`src/rtl/store_drain.sv`:
```
// store_drain: pops {addr, data, strb} entries from a show-ahead store-buffer
// FIFO and issues each one as a single AXI4-Lite write (AW, W, B), with one
// transaction in flight at a time. Non-OKAY write responses raise a sticky
// error flag and capture the address of the first failing write.
//
// Optional feature macro: DRAIN_B2B_EN. When defined, the cycle that accepts
// a B response may also pop the next entry and go straight back to SEND,
// removing the idle bubble between writes.
//
// Ports:
//   clk, rst            clock, synchronous active-high reset
//   fifo_data           FIFO head entry {addr, data, strb}
//   fifo_empty          FIFO empty flag
//   fifo_rd_en          pop strobe (combinational)
//   hold                blocks new pops; an in-flight write still completes
//   aw*/w*/b*           AXI4-Lite write address, data and response channels
//   drained             idle with the FIFO empty
//   err, err_addr       sticky write error and first failing address
module store_drain #(
  parameter int unsigned ADDR_WIDTH = 32,
  parameter int unsigned DATA_WIDTH = 32
) (
  input  logic                                         clk,
  input  logic                                         rst,
  input  logic [ADDR_WIDTH+DATA_WIDTH+DATA_WIDTH/8-1:0] fifo_data,
  input  logic                                         fifo_empty,
  output logic                                         fifo_rd_en,
  input  logic                                         hold,
  output logic                                         awvalid,
  input  logic                                         awready,
  output logic [ADDR_WIDTH-1:0]                        awaddr,
  output logic                                         wvalid,
  input  logic                                         wready,
  output logic [DATA_WIDTH-1:0]                        wdata,
  output logic [DATA_WIDTH/8-1:0]                      wstrb,
  input  logic                                         bvalid,
  output logic                                         bready,
  input  logic [1:0]                                   bresp,
  output logic                                         drained,
  output logic                                         err,
  output logic [ADDR_WIDTH-1:0]                        err_addr
);

  localparam int unsigned STRB_W = DATA_WIDTH / 8;

  typedef enum logic [1:0] {
    IDLE = 2'd0,
    SEND = 2'd1,
    RESP = 2'd2
  } state_t;

  state_t                  state;
  state_t                  state_nx;
  logic [ADDR_WIDTH-1:0]   addr_q;
  logic [DATA_WIDTH-1:0]   data_q;
  logic [STRB_W-1:0]       strb_q;
  logic                    aw_done;
  logic                    w_done;
  logic                    aw_hs;
  logic                    w_hs;
  logic                    pop;

  assign aw_hs  = awvalid & awready;
  assign w_hs   = wvalid & wready;
  assign awaddr = addr_q;
  assign wdata  = data_q;
  assign wstrb  = strb_q;

  // State register
  always_ff @(posedge clk) begin
    if (rst) begin
      state <= IDLE;
    end else begin
      state <= state_nx;
    end
  end

  // Next-state logic
  always_comb begin
    state_nx = state;
    case (state)
      IDLE: begin
        if (pop) begin
          state_nx = SEND;
        end
      end
      SEND: begin
        // Either channel may finish first; count this cycle's handshakes too.
        if ((aw_done || aw_hs) && (w_done || w_hs)) begin
          state_nx = RESP;
        end
      end
      RESP: begin
        if (bvalid) begin
          state_nx = pop ? SEND : IDLE;
        end
      end
      default: state_nx = IDLE;
    endcase
  end

  // Output decode
  always_comb begin
    awvalid = 1'b0;
    wvalid  = 1'b0;
    bready  = 1'b0;
    pop     = 1'b0;
    case (state)
      IDLE: begin
        pop = !fifo_empty && !hold;
      end
      SEND: begin
        awvalid = !aw_done;
        wvalid  = !w_done;
      end
      RESP: begin
        bready = 1'b1;
`ifdef DRAIN_B2B_EN
        pop = bvalid && !fifo_empty && !hold;
`else
        pop = 1'b0;
`endif
      end
      default: begin
        pop = 1'b0;
      end
    endcase
    // A reset cycle abandons everything, including a pop decided this cycle.
    if (rst) begin
      pop = 1'b0;
    end
    fifo_rd_en = pop;
    drained    = (state == IDLE) && fifo_empty;
  end

  // Entry capture, per-channel handshake tracking and sticky error capture
  always_ff @(posedge clk) begin
    if (rst) begin
      addr_q   <= '0;
      data_q   <= '0;
      strb_q   <= '0;
      aw_done  <= 1'b0;
      w_done   <= 1'b0;
      err      <= 1'b0;
      err_addr <= '0;
    end else begin
      if (pop) begin
        {addr_q, data_q, strb_q} <= fifo_data;
        aw_done                  <= 1'b0;
        w_done                   <= 1'b0;
      end else begin
        if (aw_hs) begin
          aw_done <= 1'b1;
        end
        if (w_hs) begin
          w_done <= 1'b1;
        end
      end
      // addr_q still holds the responding write even on a back-to-back pop.
      if ((state == RESP) && bvalid && (bresp != 2'b00) && !err) begin
        err      <= 1'b1;
        err_addr <= addr_q;
      end
    end
  end

endmodule

```
`config.mk`:
```
export PLATFORM = sky130hd
export DESIGN_NAME = store_drain
export DESIGN_NICKNAME = d
export VERILOG_FILES = /design/src/rtl/store_drain.sv
export SDC_FILE = /design/constraint.sdc
export NUM_CORES = 1
export LEC_CHECK = 0
export ABC_CLOCK_PERIOD_IN_PS = 1740
export CORE_ASPECT_RATIO = 0.75
export CORE_MARGIN = 3
export CORE_UTILIZATION = 40
export DETAILED_ROUTE_END_ITERATION = 8
export GPL_ROUTABILITY_DRIVEN = 1
export GPL_TIMING_DRIVEN = 0
export HOLD_SLACK_MARGIN = 0.08
export PLACE_DENSITY = 0.9
export SLEW_MARGIN = 20
export SYNTH_ARGS = -nofsm -noshare
export SYNTH_HDL_FRONTEND = slang
export SYNTH_SLANG_ARGS = --single-unit
```
`constraint.sdc`:
```
create_clock -name clk -period 1.74 [get_ports clk]
set_input_delay 0.348 -clock clk [delete_from_list [all_inputs] [get_ports clk]]
set_output_delay 0.348 -clock clk [all_outputs]
set_load 0.005 [all_outputs]
```
==> results of run 1 <==
through the flow:
step | util, % | setup WS [ns] | hold slack (ns) | cell area [um^2]
finish | 66.82 | 0.03655 | 0.4713 | 6095
global route | 66.82 | -0.02870 | 0.4927 | 6095
CTS | 66.31 | -0.03294 | 0.4753 | 6048
detailed placement | 63.07 | -0.8207 | 0.4593 | 5753
global placement | 63.07 | -0.7795 | 0.4557 | 5753
floorplan | - | 0.2486 | 0.4650 | 3771
layer usage:
layer / track usage, % / vias up
met1: 23.70 / 1510
li1: - / 1531
met2: 33.81 / 127
met5: 0 / -
met3: 8.931 / 6
met4: 4.488 / 0
sequential cells by signal, summed over array words and instances, names as in the netlist:
name and count:
err 1, err_addr 32, state 2, awaddr 32
aw_done 1, wstrb 4, w_done 1, wdata 32
path summary, 6_finish.rpt:
kind	startpoint	endpoint	depth (start not counted)
setup reg to reg	state[1]	awaddr[3]	7
hold reg to reg	err_addr[31]	err_addr[31]	2
setup / recovery	state[1]	fifo_rd_en	4
hold / removal	err_addr[31]	err_addr[31]	2
worst min-delay path: cells and delay by family, from the launching register on:
family / cells / cell delay, ns
and+or+nand+nor: 1 / 0.06
DFF: 1 / 0.31
muxes: 1 / 0.05
cells in the final DEF (no fill, tap or decap), drive strengths merged:
cell and n:
buf 23, clkinvlp 1, o221ai 1, clkbuf 20, clkinv 4, nor3b 1, nor4 1, mux2i 32
dfxtp 105, nor3 2, clkdlybuf4s50 174, a22o 68, o22a 1, inv 3, o211a 1, nor2b 1
nor4b 1, and2b 1, a21oi 2, nand2b 66, clkdlybuf4s15 1, o21ba 1, nor2 6, dlygate4sd2 6
area by class of cell:
type                       instances  area [um^2]
fill                             688         3027
sequential                       105         2110
timing repair buffer             190         1876
multi-input combinational        185         1476
clock buffer                       9        225.2
buffer                            25        188.9
tap                              128        160.2
clock inverter                     7        55.05
inverter                           1        3.754
power groups by stage:
| stage | sequential, mW | combinational, mW | clock, mW |
|---|---|---|---|
| after floorplan | 2.60 | 0.200 | 0 |
| after global placement | 2.60 | 0.598 | 0 |
| after detailed placement | 2.61 | 0.615 | 0 |
| after CTS | 2.55 | 0.617 | 1.95 |
| after global routing | 2.56 | 0.660 | 2.05 |
| final | 2.55 | 0.618 | 1.93 |
repair_timing:
| action | 4_1_cts | 5_1_grt |
|---|---|---|
| resized for setup | 18 | 1 |
| setup endpoints to repair | 11 | 1 |
| pin swaps | 1 | 1 |
| buffers inserted | 2 | 6 |
| hold endpoints to repair | 0 | 0 |
logic make-up after synthesis:
group	count (synthesis)
compound gates	74
buf+inv	27
mux	32
flops	105
simple gates	79
==> run summary, run 1 <==
DIE HEIGHT - 90.09 um
Cell Int Power - 3.889 mW
setup TNS - 0 ns
core box area - 9121 um^2
max layer used - met4
CTS tree - yes
Avg Cell Area, Syn - 11.90 um^2
final hold violations - 0
Via density - 4.883
static leakage - 2.260 nW
final non-filler cell total - 650
CP max stage delay - 0.35 ns
final WL - 10950 um
Post-Synth XOR/XNOR Area - 0%
routed length on met2 - 5240 um
total power - 5.095 mW
Seq/Total Area, Yosys - 55.74%
skew final - 0.01007 ns
Final min period - 1.703 ns
CP max-delay cell - dfxtp_4
Initial Util - 41.34%
status - completed
Syn Inst Count - 317
WL/cell - 16.84 um
Post-Syn Nets - 394
most frequent cells after synthesis - 105 x dfxtp_1, 68 x a22o_1, 66 x nand2b_1
Detail Route Antenna Nets - 0
Iteration-0 DRC Markers - 145
DR pass1 iterations - 4
unrepaired setup endpoints after global routing - true
setup violators final - 0
post-synth top area share - 55.74%
cell taking the most area after synthesis - dfxtp_1
Critical Path Start Type - flip-flop
Slew headroom - 64.50%
ys flop type - dfxtp_1
met3 routed wirelength - 895 um
Post-synth EDFFs - 0
global-route wire length before repair - 17180 um
crit end category - primary output
library cells used by synthesis - 22
Worst Path Max Fanout - 8
Post-CTS Hold Fix Bufs - 0
HPWL after DPL - 8149 um
Syn-to-layout area delta - 61.61%
largest family of logic cells by synthesized area - compound AO/OA/AOI/OAI gates
CP delay by family, top - simple AND/OR/NAND/NOR gates
MaxCap Viol Count - 0
CP Buf/Inv Count - 2
Inst Count DP - 627
GPL Wtd Cong - 0.7693
NetSw - 1.206 mW
Synth Area in Simple Gates - 13.40%
diode count - 0
Post-route DRC - 0
CTS Buf Count - 9
Clock Power Share - 37.8%
CTS root buf - clkbuf_16
Comb pwr share - 12.1%
CTS clk-pin slew, worst paths - 0.07 ns
Tightest Hold Check Type - reg2reg
Reg2Reg Setup Slack - 0.16 ns
DRT met1 WL - 4725 um
FP Rows - 30
clock latency on the worst-skew pair - 0.35 ns
Synth Area in Compound Gates - 17.05%
grt total ovfl - 0
sequential cell fraction of total power - 50.1%
die area - 10640 um^2
Total GRT Usage - 20.10%
layout cells sized above 1 - 8.621%
number of top-level pins - 183
top post-synthesis cells by area - dfxtp_1 56%, a22o_1 16%, nand2b_1 11%
Clock Sinks - 105
htree depth - 3
die width - 118.1 um
nets - 594
Fmax - 0.5870 GHz
WP data arrival - 1.36 ns
power per cell area - 835.9 nW/um^2
Slew Limit Fails - 0
count leader, synth - dfxtp_1
PortBufs - 182
worst-path cell chain - nor4_4 -> and2b_1 -> buf_6 -> buf_6
mux cell area share after synthesis - 8.494%
number of synthesized register bits - 105
Worst-Margin Slew - 0.5325 ns
mapped cell area - 3771 um^2
adder-cell share of the synthesized area - 0%
ys async rst share - 0%
crit path kind - reg2out
pin count of the biggest net entering global routing - 19
vias in the first global route - 3315
switching share of power - 23.67%
most frequent cell on the critical path - buf_6
maximum VDD drop - 0.0006620 V
Max clock buf depth - 2
final worst-path cycle share - 97.90%
DR vias - 3174
initial antenna violation count - 0
Critical Path RT - 1.39 ns
synth warn - 0
No activity file was read; power rests on OpenSTA's default activity.
==> run 2: changes to the inputs <==
--- a/config.mk
+++ b/config.mk
@@ -5,15 +5,16 @@
 export SDC_FILE = /design/constraint.sdc
 export NUM_CORES = 1
 export LEC_CHECK = 0
-export ABC_CLOCK_PERIOD_IN_PS = 1740
+export ABC_CLOCK_PERIOD_IN_PS = 1700
 export CORE_ASPECT_RATIO = 0.75
 export CORE_MARGIN = 3
-export CORE_UTILIZATION = 40
+export CORE_UTILIZATION = 25
 export DETAILED_ROUTE_END_ITERATION = 8
+export DONT_BUFFER_PORTS = 1
 export GPL_ROUTABILITY_DRIVEN = 1
 export GPL_TIMING_DRIVEN = 0
 export HOLD_SLACK_MARGIN = 0.08
-export PLACE_DENSITY = 0.9
+export PLACE_DENSITY = 0.49
 export SLEW_MARGIN = 20
 export SYNTH_ARGS = -nofsm -noshare
 export SYNTH_HDL_FRONTEND = slang
==> constraint.sdc (replaced) <==
create_clock -name clk -period 1.7 [get_ports clk]
set_input_delay 0.34 -clock clk [delete_from_list [all_inputs] [get_ports clk]]
set_output_delay 0.34 -clock clk [all_outputs]
set_load 0.005 [all_outputs]
==> run summary, run 2 (synthesized netlist as in run 1, its figures left out) <==
PortBufs - 0 (-100%)
DIE HEIGHT - 112.4 um (+25%)
Final min period - 1.762 ns
Critical Path RT - 1.36 ns (-0.03 ns)
global-route wire length before repair - 15120 um (-12%)
static leakage - 1.636 nW (-28%)
FP Rows - 38 (+27%)
final WL - 10250 um (-6.4%)
Slew Limit Fails - 0 (unchanged)
Post-route DRC - 0 (unchanged)
Total GRT Usage - 11.95% (-8.2 points)
status - complete, but fails checks
Post-CTS Hold Fix Bufs - 0 (unchanged)
skew final - 0.006855 ns (-0.003216 ns)
Clock Sinks - 105 (unchanged)
HPWL after DPL - 7495 um (-8.0%)
GPL Wtd Cong - 0.7157 (-7.0%)
Iteration-0 DRC Markers - 104 (-28%)
Detail Route Antenna Nets - 0 (unchanged)
htree depth - 3 (unchanged)
clock latency on the worst-skew pair - 0.34 ns (about the same)
power per cell area - 1185 nW/um^2 (+42%)
failing checks - negative setup slack
setup TNS - -0.06234 ns (-0.06234 ns)
Max clock buf depth - 2 (unchanged)
diode count - 0 (unchanged)
Worst Path Max Fanout - 5 (-3)
most common cell after layout, fill and taps aside - dfxtp_1
Fillers - 1525 (+120%)
final worst-path cycle share - 103.7%
Initial Util - 25.84% (-16 points)
WL/cell - 18.91 um (+12%)
Slew headroom - 64.77% (+0.27 points)
vias in the first global route - 2535 (-24%)
DR pass1 iterations - 4 (unchanged)
number of top-level pins - 183 (unchanged)
Fmax - 0.5674 GHz
Syn-to-layout area delta - 18.88%
crit path kind - reg2out
commonest non-fill, non-tap cells in the layout - 104 x dfxtp_1, 68 x a22o_1, 66 x nand2b_1
CTS root buf - clkbuf_16
grt total ovfl - 0 (unchanged)
DR vias - 2481 (-22%)
CTS Buf Count - 9 (unchanged)
worst setup margin - -0.06234 ns (-0.09889 ns)
Via density - 4.577 (-6.3%)
Critical Path Start Type - flip-flop
nets - 414 (-30%)
setup violators final - 1 (+1)
crit end category - primary output
Tightest Hold Check Type - in2reg
WP data arrival - 1.42 ns (+0.06 ns)
total power - 5.311 mW (+4.3%)
pin count of the biggest net entering global routing - 17 (-2)
maximum VDD drop - 0.0005384 V (-19%)
layout cells sized above 1 - 13.16% (+4.5 points)
core box area - 14600 um^2 (+60%)
Worst-Margin Slew - 0.5284 ns (-0.004118 ns)
MaxCap Viol Count - 0 (unchanged)
die width - 147.8 um (+25%)
CTS clk-pin slew, worst paths - 0.07 ns (about the same)
final hold violations - 0 (unchanged)
initial antenna violation count - 0 (unchanged)
unrepaired setup endpoints after global routing - true
CTS tree - yes
die area - 16610 um^2 (+56%)
[run 2: changes by cell type in the layout (fill, tap and decap cells not counted), sizes merged]
cell / before / now
buf: 23 / 22
bufinv: 0 / 3
clkbuf: 20 / 25
clkdlybuf4s15: 1 / 0
clkdlybuf4s50: 174 / 0
clkinv: 4 / 1
clkinvlp: 1 / 0
dlygate4sd2: 6 / 0
inv: 3 / 1
[run 2: path summary, 6_finish.rpt]
path	from	to	slack [ns]	cells after the start
hold reg to reg	err_addr[14]	err_addr[14]	0.50	2
setup / recovery	state[0]	fifo_rd_en	-0.06	4
hold / removal	fifo_data[37]	awaddr[1]	0.12	1
setup reg to reg	state[0]	err_addr[9]	0.09	6
[run 2: repair_timing]
item	CTS	global route
pin swaps	1	1
setup endpoints to repair	11	54
resized for setup	4	5
buffers inserted	1	7
gates cloned	0	1
[run 2: area by class of cell]
cell class                      instances  area [um^2]  share of cell area [%]
Sequential cell                       105         2106                   46.97
Tap cell                              200        250.2                   5.582
Timing Repair Buffer                    9        85.08                   1.898
Clock buffer                           12        256.5                   5.721
Clock inverter                          4        98.84                   2.205
Inverter                                1        3.754                 0.08373
Multi-Input combinational cell        185         1474                   32.88
Buffer                                 26        209.0                   4.661
[run 2: layer usage]
| layer | vias to the layer above | part of all wire (%) | global-route usage (%) |
|---|---|---|---|
| li1 | 1174 | - | - |
| met3 | 9 | 14 | 7.748 |
| met2 | 147 | 43 | 17.35 |
| met4 | 0 | 1.3 | 3.877 |
| met5 | - | 0 | 0 |
| met1 | 1151 | 42 | 14.43 |
[run 2: critical path: stages, from the launching register on]
cell	delay, ns
dfxtp_4	0.36
nor4_4	0.32
and2b_1	0.18
buf_6	0.11
buf_8	0.11
[run 2: report_power, final]
part | internal [mW] | switching, mW
Combinational | 0.148 | 0.132
Clock | 1.52 | 0.875
Sequential | 2.55 | 0.0856
[run 2: through the flow]
| step | cells | instance area, um^2 | setup WS, ns | util (%) | hold WS [ns] |
|---|---|---|---|---|---|
| after floorplan | 317 | 3771 | 0.2166 | - | 0.4650 |
| after global placement | 517 | 4021 | -0.04877 | 27.55 | 0.4727 |
| after detailed placement | 517 | 4021 | -0.08773 | 27.55 | 0.4756 |
| after CTS | 534 | 4394 | -0.1890 | 30.10 | 0.09919 |
| after global routing | 542 | 4483 | -0.1586 | 30.71 | 0.09829 |
| final | 542 | 4483 | -0.06234 | 30.71 | 0.1236 |
